--- config.mk ---
export PLATFORM = sky130hd
export DESIGN_NAME = cdb_arbiter
export DESIGN_NICKNAME = d
export VERILOG_FILES = /design/src/rtl/cdb_arbiter.sv
export SDC_FILE = /design/constraint.sdc
export NUM_CORES = 1
export LEC_CHECK = 0
export ABC_AREA = 1
export CAP_MARGIN = 0
export CORE_UTILIZATION = 52
export DETAILED_ROUTE_END_ITERATION = 10
export PLACE_DENSITY_LB_ADDON = 0.08
export SETUP_SLACK_MARGIN = 0.2
export SLEW_MARGIN = 20
export SYNTH_ARGS = -nofsm -noshare
export SYNTH_HDL_FRONTEND = slang
export SYNTH_SLANG_ARGS = --single-unit
--- constraint.sdc ---
create_clock -name clk -period 4.25 [get_ports clk]
set_input_delay 0.6375 -clock clk [delete_from_list [all_inputs] [get_ports clk]]
set_output_delay 0.6375 -clock clk [all_outputs]
set_load 0.01 [all_outputs]
--- src/rtl/cdb_arbiter.sv ---
// cdb_arbiter: common-data-bus arbiter for the Tomasulo core.
//
// Each functional unit (index 1..FU_NUM) raises a one-cycle fu_done pulse with
// its result. The result is parked in a per-index slot. Exactly one valid slot
// is granted per cycle. The grant is broadcast one cycle later on the
// registered CDB outputs. Index 0 is reserved and is never captured or granted.
//
// Build option:
//   CDB_RR_EN  defined   -> round-robin arbitration with a rotating pointer
//              undefined -> fixed priority, lowest valid index wins
//
// Ports:
//   clk, rst           core clock; synchronous active-high reset
//   fu_done[i]         finish pulse from FU i (bit 0 ignored)
//   fu_data[32i+:32]   result of FU i
//   fu_rd[5i+:5]       destination register of FU i
//   fu_wb[i]           1 = result writes the register file
//   fu_ready[i]        slot i accepts a finish pulse this cycle
//   CDB_result         registered one-hot grant
//   CDB_data/CDB_addr  broadcast data / destination register
//   register_write_en  register-file write strobe (0 for rd == x0)
//   register_to_write  register-file write address (same as CDB_addr)
//   overflow           sticky: a finish pulse was dropped
module cdb_arbiter #(
  parameter int FU_NUM = 8
) (
  input  logic                       clk,
  input  logic                       rst,
  input  logic [FU_NUM:0]            fu_done,
  input  logic [32*(FU_NUM+1)-1:0]   fu_data,
  input  logic [5*(FU_NUM+1)-1:0]    fu_rd,
  input  logic [FU_NUM:0]            fu_wb,
  output logic [FU_NUM:0]            fu_ready,
  output logic [FU_NUM:0]            CDB_result,
  output logic [31:0]                CDB_data,
  output logic [4:0]                 CDB_addr,
  output logic                       register_write_en,
  output logic [4:0]                 register_to_write,
  output logic                       overflow
);

  localparam int IDX_W = $clog2(FU_NUM + 1);

  logic [FU_NUM:1] valid_q, valid_d;
  logic [31:0]     data_q [1:FU_NUM];
  logic [31:0]     data_d [1:FU_NUM];
  logic [4:0]      rd_q   [1:FU_NUM];
  logic [4:0]      rd_d   [1:FU_NUM];
  logic [FU_NUM:1] wb_q, wb_d;

  logic            overflow_q, overflow_d;
  logic [FU_NUM:0] cdb_result_q, cdb_result_d;
  logic [31:0]     cdb_data_q, cdb_data_d;
  logic [4:0]      cdb_addr_q, cdb_addr_d;
  logic            reg_wen_q, reg_wen_d;

  logic             grant_found;
  logic [IDX_W-1:0] grant_idx;
  logic [FU_NUM:1]  grant_vec;
  logic [FU_NUM:1]  slot_ready;

  // Index 0 inputs exist only to keep the bus layout uniform.
  logic unused_idx0;
  assign unused_idx0 = ^{fu_done[0], fu_data[31:0], fu_rd[4:0], fu_wb[0]};

`ifdef CDB_RR_EN
  logic [IDX_W-1:0] ptr_q, ptr_d;

  // Search starts at the pointer and wraps from FU_NUM back to 1.
  always_comb begin
    int cand;
    cand        = 0;
    grant_found = 1'b0;
    grant_idx   = '0;
    for (int k = 0; k < FU_NUM; k++) begin
      cand = int'(ptr_q) + k;
      if (cand > FU_NUM) cand = cand - FU_NUM;
      if (!grant_found && valid_q[cand]) begin
        grant_found = 1'b1;
        grant_idx   = IDX_W'(cand);
      end
    end
  end

  always_comb begin
    ptr_d = ptr_q;
    if (grant_found) begin
      ptr_d = (grant_idx == IDX_W'(FU_NUM)) ? IDX_W'(1) : grant_idx + IDX_W'(1);
    end
  end
`else
  // Scan from the top down so the lowest valid index is the last one written.
  always_comb begin
    grant_found = 1'b0;
    grant_idx   = '0;
    for (int i = FU_NUM; i >= 1; i--) begin
      if (valid_q[i]) begin
        grant_found = 1'b1;
        grant_idx   = IDX_W'(i);
      end
    end
  end
`endif

  always_comb begin
    grant_vec = '0;
    for (int i = 1; i <= FU_NUM; i++) begin
      grant_vec[i] = grant_found && (grant_idx == IDX_W'(i));
    end
  end

  // A slot being granted this cycle frees up in time to take a new result.
  assign slot_ready = ~valid_q | grant_vec;
  assign fu_ready   = {slot_ready, 1'b0};

  always_comb begin
    valid_d    = valid_q & ~grant_vec;
    data_d     = data_q;
    rd_d       = rd_q;
    wb_d       = wb_q;
    overflow_d = overflow_q;
    for (int i = 1; i <= FU_NUM; i++) begin
      if (fu_done[i]) begin
        if (slot_ready[i]) begin
          valid_d[i] = 1'b1;
          data_d[i]  = fu_data[32*i +: 32];
          rd_d[i]    = fu_rd[5*i +: 5];
          wb_d[i]    = fu_wb[i];
        end else begin
          overflow_d = 1'b1;
        end
      end
    end
  end

  // Data/addr hold on idle cycles so snoopers see a stable bus.
  always_comb begin
    cdb_result_d = {grant_vec, 1'b0};
    cdb_data_d   = cdb_data_q;
    cdb_addr_d   = cdb_addr_q;
    reg_wen_d    = 1'b0;
    if (grant_found) begin
      cdb_data_d = data_q[grant_idx];
      cdb_addr_d = rd_q[grant_idx];
      reg_wen_d  = wb_q[grant_idx] && (rd_q[grant_idx] != 5'd0);
    end
  end

  always_ff @(posedge clk) begin
    if (rst) begin
      valid_q      <= '0;
      data_q       <= '{default: '0};
      rd_q         <= '{default: '0};
      wb_q         <= '0;
      overflow_q   <= 1'b0;
      cdb_result_q <= '0;
      cdb_data_q   <= '0;
      cdb_addr_q   <= '0;
      reg_wen_q    <= 1'b0;
`ifdef CDB_RR_EN
      ptr_q        <= IDX_W'(1);
`endif
    end else begin
      valid_q      <= valid_d;
      data_q       <= data_d;
      rd_q         <= rd_d;
      wb_q         <= wb_d;
      overflow_q   <= overflow_d;
      cdb_result_q <= cdb_result_d;
      cdb_data_q   <= cdb_data_d;
      cdb_addr_q   <= cdb_addr_d;
      reg_wen_q    <= reg_wen_d;
`ifdef CDB_RR_EN
      ptr_q        <= ptr_d;
`endif
    end
  end

  assign CDB_result        = cdb_result_q;
  assign CDB_data          = cdb_data_q;
  assign CDB_addr          = cdb_addr_q;
  assign register_write_en = reg_wen_q;
  assign register_to_write = cdb_addr_q;
  assign overflow          = overflow_q;

endmodule

==> results of run 1 <==
[through the flow]
| step | instances | total power, W | setup slack, ps |
|---|---|---|---|
| after floorplan | 2088 | 0.00468 | 2320 |
| after global placement | 2707 | 0.00535 | 1030 |
| after detailed placement | 2707 | 0.00538 | 1000 |
| after CTS | 2774 | 0.00864 | 427 |
| after global routing | 2777 | 0.00898 | 283 |
| final | 2779 | 0.00865 | 410 |
[cells in the mapped netlist, types with 2 or more instances]
master | instances | share of area
sky130_fd_sc_hd__nand4_1 | 3 | 0.0013
sky130_fd_sc_hd__buf_1 | 4 | 0.0010
sky130_fd_sc_hd__conb_1 | 2 | 0.00051
sky130_fd_sc_hd__nand2_4 | 3 | 0.0023
sky130_fd_sc_hd__o21ai_2 | 2 | 0.0012
sky130_fd_sc_hd__o21ai_1 | 27 | 0.0091
sky130_fd_sc_hd__buf_4 | 13 | 0.0066
sky130_fd_sc_hd__dfxtp_1 | 359 | 0.49
sky130_fd_sc_hd__nand3_1 | 31 | 0.010
sky130_fd_sc_hd__o21ai_0 | 330 | 0.11
sky130_fd_sc_hd__a31oi_1 | 3 | 0.0013
sky130_fd_sc_hd__o21ai_4 | 3 | 0.0033
sky130_fd_sc_hd__a21oi_1 | 189 | 0.064
sky130_fd_sc_hd__buf_2 | 34 | 0.011
sky130_fd_sc_hd__a32o_1 | 2 | 0.0014
sky130_fd_sc_hd__inv_1 | 116 | 0.029
sky130_fd_sc_hd__nand2_2 | 9 | 0.0038
sky130_fd_sc_hd__clkbuf_1 | 93 | 0.024
sky130_fd_sc_hd__inv_2 | 10 | 0.0025
sky130_fd_sc_hd__nor3_1 | 5 | 0.0017
sky130_fd_sc_hd__buf_6 | 5 | 0.0038
sky130_fd_sc_hd__o211ai_1 | 2 | 0.0010
sky130_fd_sc_hd__o22ai_1 | 35 | 0.015
sky130_fd_sc_hd__nor2_8 | 2 | 0.0027
sky130_fd_sc_hd__nor2_1 | 495 | 0.13
sky130_fd_sc_hd__nand2_1 | 302 | 0.077
sky130_fd_sc_hd__clkbuf_2 | 3 | 0.0010
[cells in the final DEF (no fill, tap or decap)]
| master | n |
|---|---|
| sky130_fd_sc_hd__nor2_8 | 2 |
| sky130_fd_sc_hd__conb_1 | 3 |
| sky130_fd_sc_hd__o22ai_1 | 35 |
| sky130_fd_sc_hd__nand2_4 | 3 |
| sky130_fd_sc_hd__bufinv_16 | 2 |
| sky130_fd_sc_hd__nor2_4 | 2 |
| sky130_fd_sc_hd__nor3_1 | 5 |
| sky130_fd_sc_hd__inv_4 | 1 |
| sky130_fd_sc_hd__inv_1 | 114 |
| sky130_fd_sc_hd__nand3_1 | 31 |
| sky130_fd_sc_hd__a21oi_1 | 189 |
| sky130_fd_sc_hd__o211ai_1 | 2 |
| sky130_fd_sc_hd__o21ai_1 | 27 |
| sky130_fd_sc_hd__clkdlybuf4s50_1 | 372 |
| sky130_fd_sc_hd__a32o_1 | 2 |
| sky130_fd_sc_hd__nor2_2 | 1 |
| sky130_fd_sc_hd__inv_2 | 11 |
| sky130_fd_sc_hd__o21ai_2 | 2 |
| sky130_fd_sc_hd__clkbuf_16 | 38 |
| sky130_fd_sc_hd__nand2_1 | 302 |
| sky130_fd_sc_hd__buf_4 | 21 |
| sky130_fd_sc_hd__inv_6 | 3 |
| sky130_fd_sc_hd__nand4_1 | 3 |
| sky130_fd_sc_hd__diode_2 | 5 |
| sky130_fd_sc_hd__a31oi_1 | 3 |
| sky130_fd_sc_hd__o21ai_4 | 3 |
| sky130_fd_sc_hd__clkinv_8 | 1 |
| sky130_fd_sc_hd__nor2_1 | 494 |
| sky130_fd_sc_hd__inv_8 | 2 |
| sky130_fd_sc_hd__o21ai_0 | 330 |
| sky130_fd_sc_hd__a22oi_1 | 1 |
| sky130_fd_sc_hd__nand2_2 | 9 |
| sky130_fd_sc_hd__clkbuf_1 | 8 |
| sky130_fd_sc_hd__clkinv_2 | 5 |
| sky130_fd_sc_hd__dfxtp_1 | 359 |
| sky130_fd_sc_hd__clkbuf_8 | 10 |
[kinds of logic (layout without fill, tap and decap cells)]
logic type / after synthesis / in the layout / synth area share
DFF: 359 / 359 / 0.486
buffers and inverters: 280 / 588 / 0.0805
other: 2 / 8 / 0.000507
AOI/OAI and AO/OA: 594 / 594 / 0.208
and+or+nand+nor: 852 / 852 / 0.226
[routing by layer]
metal / global-route usage / share of wire / vias up
met5: 0 / 0 / -
met4: 0.137 / 0.038 / 0
met3: 0.0500 / 0.091 / 107
met2: 0.521 / 0.44 / 710
met1: 0.464 / 0.43 / 7039
li1: - / - / 7316
[layout make-up]
class | instances | area, um2 | area share
sequential | 359 | 7190 | 0.364
multi-input combinational | 1449 | 6440 | 0.326
timing repair buffer | 393 | 3880 | 0.197
clock buffer | 56 | 1120 | 0.0567
inverter | 128 | 495 | 0.0251
tap | 378 | 473 | 0.0240
clock inverter | 11 | 130 | 0.00659
antenna | 5 | 12.5 | 0.000634
[report_power, final]
group	switching (W)	internal (W)	leakage, nW
clock	0.00136	0.00195	0.619
sequential	0.000139	0.00366	2.97
combinational	0.000904	0.000640	4.50
total	0.00240	0.00625	8.10
[state kept, by name, summed over array words and instances, names as in the netlist]
register and flops:
CDB_result 8, data_q 256, wb_q 8, rd_q 40, register_write_en 1, overflow 1, CDB_data 32, valid_q 8
CDB_addr 5
[path summary, 6_finish.rpt]
path                                     to         from  slack [ps]  cells past startpoint
worst max-delay path            fu_ready[4]   valid_q[6]         410                     11
worst min-delay path            data_q[169]  data_q[169]         450                      2
worst max register to register  data_q[135]   valid_q[6]        1020                     14
worst min register to register  data_q[169]  data_q[169]         450                      2
[critical path, cell delays in order (launching register included)]
cell                              delay [ps]
sky130_fd_sc_hd__dfxtp_1                 400
sky130_fd_sc_hd__inv_2                    60
sky130_fd_sc_hd__nand2_1                  50
sky130_fd_sc_hd__nand2_1                  50
sky130_fd_sc_hd__nand2_1                  70
sky130_fd_sc_hd__nand2_2                  80
sky130_fd_sc_hd__nand2_2                 280
sky130_fd_sc_hd__nand2_4                 220
sky130_fd_sc_hd__nor2_8                  510
sky130_fd_sc_hd__inv_2                   110
sky130_fd_sc_hd__o21ai_4                 240
sky130_fd_sc_hd__clkdlybuf4s50_1         590
==> metrics.txt, run 1 <==
worst skew pair latency=about 530 ps; run status=finished clean; die width=approximately 170 um; kind of critical path=reg -> out; layout cell share with drive strength beyond 1=0.0484; RSZ-0062 raised after global routing=false; Peak VDD IR=approximately 0.26 mV; dominant register cell in the synthesized netlist=sky130_fd_sc_hd__dfxtp_1; total number of placement rows=between 60 and 70; kind of start point of the critical path=register; share of the core filled with cells=0.708; Max Transition Viols Final=0; number of buffers inserted to repair setup after CTS=0; Yosys warnings=0; detailed-placement wirelength estimate=between 30000 and 40000 um; global router's overall resource usage=0.335; CORE AREA=roughly 28000 um2; die footprint=between 20000 and 30000 um2; period utilization=0.903; total power divided by cell area=approximately 440 nW/um2; number of buffers inserted during clock tree synthesis=38; CTS max path bufs=3; CTS tree=yes; #FFs+latches synth=359; Die Height=around 170 um; Congestion Overflow GR=0; via-per-instance ratio=~5.5; Setup Viol. Count Final=0; wire length of the first global-routing pass=between 70000 and 80000 um; drt pass-1 iters=5; final-layout fill cell count=between 2000 and 2500; clock slew at the register clock pins of the worst setup and hold paths=roughly 60 ps; critical path capture point type=output pin; static leakage power=8.10 nW; arrival time at the worst endpoint=roughly 3200 ps; CTS HTree Levels=2; summed instance area of the synthesized netlist=between 10000 and 15000 um2; class of the tightest hold or removal check=reg -> reg; sum of routed wire length over all layers=roughly 50000 um; count of nets after finishing=2722; unique cell type count in the Yosys netlist=32; final setup skew=roughly 17 ps; highest fanout seen on the critical path=34; area after detailed placement=around 18000 um2; vias in the first global route=roughly 14000; fraction of the yosys area taken by sequential cells=0.486; Critical Path RT=3610 ps; actual transition at the worst max-transition pin=approximately 1100 ps; Final GP Congestion=0.910; async set-or-reset flop fraction in the synthesized netlist=0; number of DRC markers in iteration 0=around 1600; post-layout min period=roughly 3800 ps; port bufs=between 300 and 400; antenna violations before repair=4; largest net degree at the start of global routing=around 210; clk root buf=sky130_fd_sc_hd__clkbuf_16; number of instances in the synthesized netlist=approximately 2100; Max-Slew Margin vs Limit=0.289; number of hold violations in the final report=0; Non-Filler Cell Area, Final=around 20000 um2; syn_area_per_cell=7.09 um2; wire length per cell=approximately 18 um; initial core utilization=0.531; final-layout worst hold slack=447 ps; max-cap check violation count=0; DRC violations left=0; maximum frequency from static timing analysis=between 200 and 300 MHz; Setup Total Neg Slack=0 ps; total I/O pin count=slightly above 400; signed area change from the synthesized netlist to the final layout=33.3%; EDFF count, synth=0; total via count after detailed routing=15172; count of cells resized by post-cts repair=0; Sink Count=~360; count of hold-fix buffers inserted at cts=0; number of antenna-violating nets in the routed design=0
Power figures use the tool's default switching activity.
==> run 2: changes to the inputs <==
==> constraint.sdc (replaced) <==
create_clock -name clk -period 4.25 [get_ports clk]
set_input_delay 0.6375 -clock clk [delete_from_list [all_inputs] [get_ports clk]]
set_output_delay 0.6375 -clock clk [all_outputs]
set_load 0.005 [all_outputs]
==> run 2 against run 1 <==
Net effect:
- cell area hardly changed
- utilization about the same
- routed wire length fell by 0.24%
- non-clock buffer count is the same
- highest routed layer is now met5
- sequential cell count unchanged
- clock power shrank 2%
- combinational power about the same
- critical endpoint is now fu_ready[3]
==> metrics.txt, run 2 (same netlist as run 1, synthesis figures left out) <==
static leakage power=8.09 nW (about the same); kind of critical path=reg -> out; number of buffers inserted to repair setup after CTS=0 (unchanged); kind of start point of the critical path=register; Congestion Overflow GR=0 (unchanged); final-layout worst hold slack=445 ps (-2.03 ps); period utilization=0.843 (-0.0603); CTS HTree Levels=2 (unchanged); class of the tightest hold or removal check=reg -> reg; final total power=0.00856 W (-1.1%); switching portion of total power=0.274 (-0.00339); drt pass-1 iters=7 (+2); RSZ-0062 raised after global routing=false; flip-flop count of the largest register, all copies and words added=256 (unchanged); global router's overall resource usage=0.331 (-0.00355); crit-path max cell delay=540 ps (-50 ps); layout cell share with drive strength beyond 1=0.0489 (+0.000438); number of hold violations in the final report=0 (unchanged); logic gate share of total power=0.179 (about the same); clk root buf=sky130_fd_sc_hd__clkbuf_16; antenna violations before repair=6 (+2); maximum frequency from static timing analysis=279 MHz (+7.1%); count of placed standard cells including taps=2707 (unchanged); clock slew at the register clock pins of the worst setup and hold paths=60 ps (about the same); CTS max path bufs=3 (unchanged); via-per-instance ratio=5.39 (-1.2%); total I/O pin count=415 (unchanged); DRC violations left=0 (unchanged); signed area change from the synthesized netlist to the final layout=33.3% (about the same); run status=finished clean; commonest non-fill, non-tap cell in the layout=sky130_fd_sc_hd__nor2_1; total power divided by cell area=434 nW/um2 (-1.0%); arrival time at the worst endpoint=2950 ps (-250 ps); total via count after detailed routing=14967 (-1.4%); highest fanout seen on the critical path=32 (-5.9%); number of DRC markers in iteration 0=1396 (-15%); count of hold-fix buffers inserted at cts=0 (unchanged); port bufs=372 (unchanged); CTS tree=yes; cell with the largest stage delay on the worst path=sky130_fd_sc_hd__clkdlybuf4s50_1; count of nets after finishing=2722 (unchanged); Max-Slew Margin vs Limit=0.268 (-0.0207); ordered list of cells on the worst path=inv_2 > nand2_1 > nand2_1 > nand2_1 > nand2_2 > nand2_2 > nor2_8 > nand2_2 > nand2_1 > clkdlybuf4s50_1; clock share of power=0.378 (-0.005); Peak VDD IR=0.229 mV (-12%); largest net degree at the start of global routing=202 (-1.5%); wire length per cell=17.7 um (-0.13%); number of antenna-violating nets in the routed design=0 (unchanged); count of cells resized by post-cts repair=0 (unchanged); most used cell, CP=sky130_fd_sc_hd__nand2_1; vias in the first global route=13790 (-1.3%); internal power of the cells=0.00621 W (-0.63%); critical path capture point type=output pin; worst skew pair latency=520 ps (about the same); Max Transition Viols Final=0 (unchanged); max-cap check violation count=0 (unchanged); Setup Total Neg Slack=0 ps (unchanged); Critical Path RT=3610 ps (about the same); total number of placement rows=61 (unchanged); largest register by flop count=data_q; leading cell types in the layout, fill and taps excluded=493 x sky130_fd_sc_hd__nor2_1, 372 x sky130_fd_sc_hd__clkdlybuf4s50_1, 359 x sky130_fd_sc_hd__dfxtp_1; final setup skew=9.61 ps (-7.67 ps); die footprint=29100 um2 (unchanged); post-layout min period=3580 ps (-256 ps); post-route non-filler standard cell count=2776 (-0.11%); actual transition at the worst max-transition pin=1100 ps (+33.7 ps); Final GP Congestion=0.894 (-1.8%); number of buffers inserted during clock tree synthesis=38 (unchanged); wire length of the first global-routing pass=75000 um (-0.88%); Die Height=171 um (unchanged); portion of total power attributed to sequential cells=0.443 (+0.004); die width=171 um (unchanged); initial core utilization=0.531 (unchanged); Sink Count=359 (unchanged); CORE AREA=27900 um2 (unchanged); Switching Power=0.00234 W (-2.3%); detailed-placement wirelength estimate=33000 um (-1.5%); sum of routed wire length over all layers=49200 um (-0.24%); Setup Viol. Count Final=0 (unchanged)
[run 2: power groups by stage]
stage               clock network, W  logic (W)  registers, W
floorplan                          0   0.000826       0.00383
global placement                   0    0.00148       0.00385
detailed placement                 0    0.00150       0.00386
CTS                          0.00326    0.00152       0.00379
global route                 0.00341    0.00167       0.00382
finish                       0.00324    0.00153       0.00379
[run 2: worst max-delay path, delay by kind of cell, from the launching register on]
family,cells,cell delay (ps)
buffers and inverters,2,620
and+or+nand+nor,8,1450
DFF,1,340
[run 2: worst paths after layout]
check	start	to	slack (ps)	cells after the start
max	valid_q[6]	fu_ready[3]	670	10
min	data_q[169]	data_q[169]	450	2
max reg2reg	valid_q[6]	data_q[201]	1130	13
min reg2reg	data_q[169]	data_q[169]	450	2
[run 2: final cells by class]
type,instances,area (um2)
Sequential cell,359,7190
Fill cell,2394,8130
Inverter,128,495
Antenna cell,3,7.51
Tap cell,378,473
Clock buffer,60,1180
Timing Repair Buffer,393,3890
Multi-Input combinational cell,1449,6440
Clock inverter,6,40.0
[run 2: metrics by stage]
| stage | area (um2) | utilization | setup WS [ps] |
|---|---|---|---|
| final | 19700 | 0.708 | 666 |
| after global placement | 18500 | 0.664 | 1140 |
| after global routing | 19700 | 0.708 | 485 |
| after floorplan | 14800 | - | 2340 |
| after detailed placement | 18500 | 0.664 | 1100 |
| after CTS | 19700 | 0.708 | 679 |
[run 2: routing by layer]
metal | global-route usage | vias up | wire length (um)
met4 | 0.116 | 8 | 1590
li1 | - | 7305 | -
met1 | 0.452 | 6859 | 21300
met2 | 0.527 | 691 | 21900
met3 | 0.0571 | 104 | 4440
met5 | 0 | - | 50
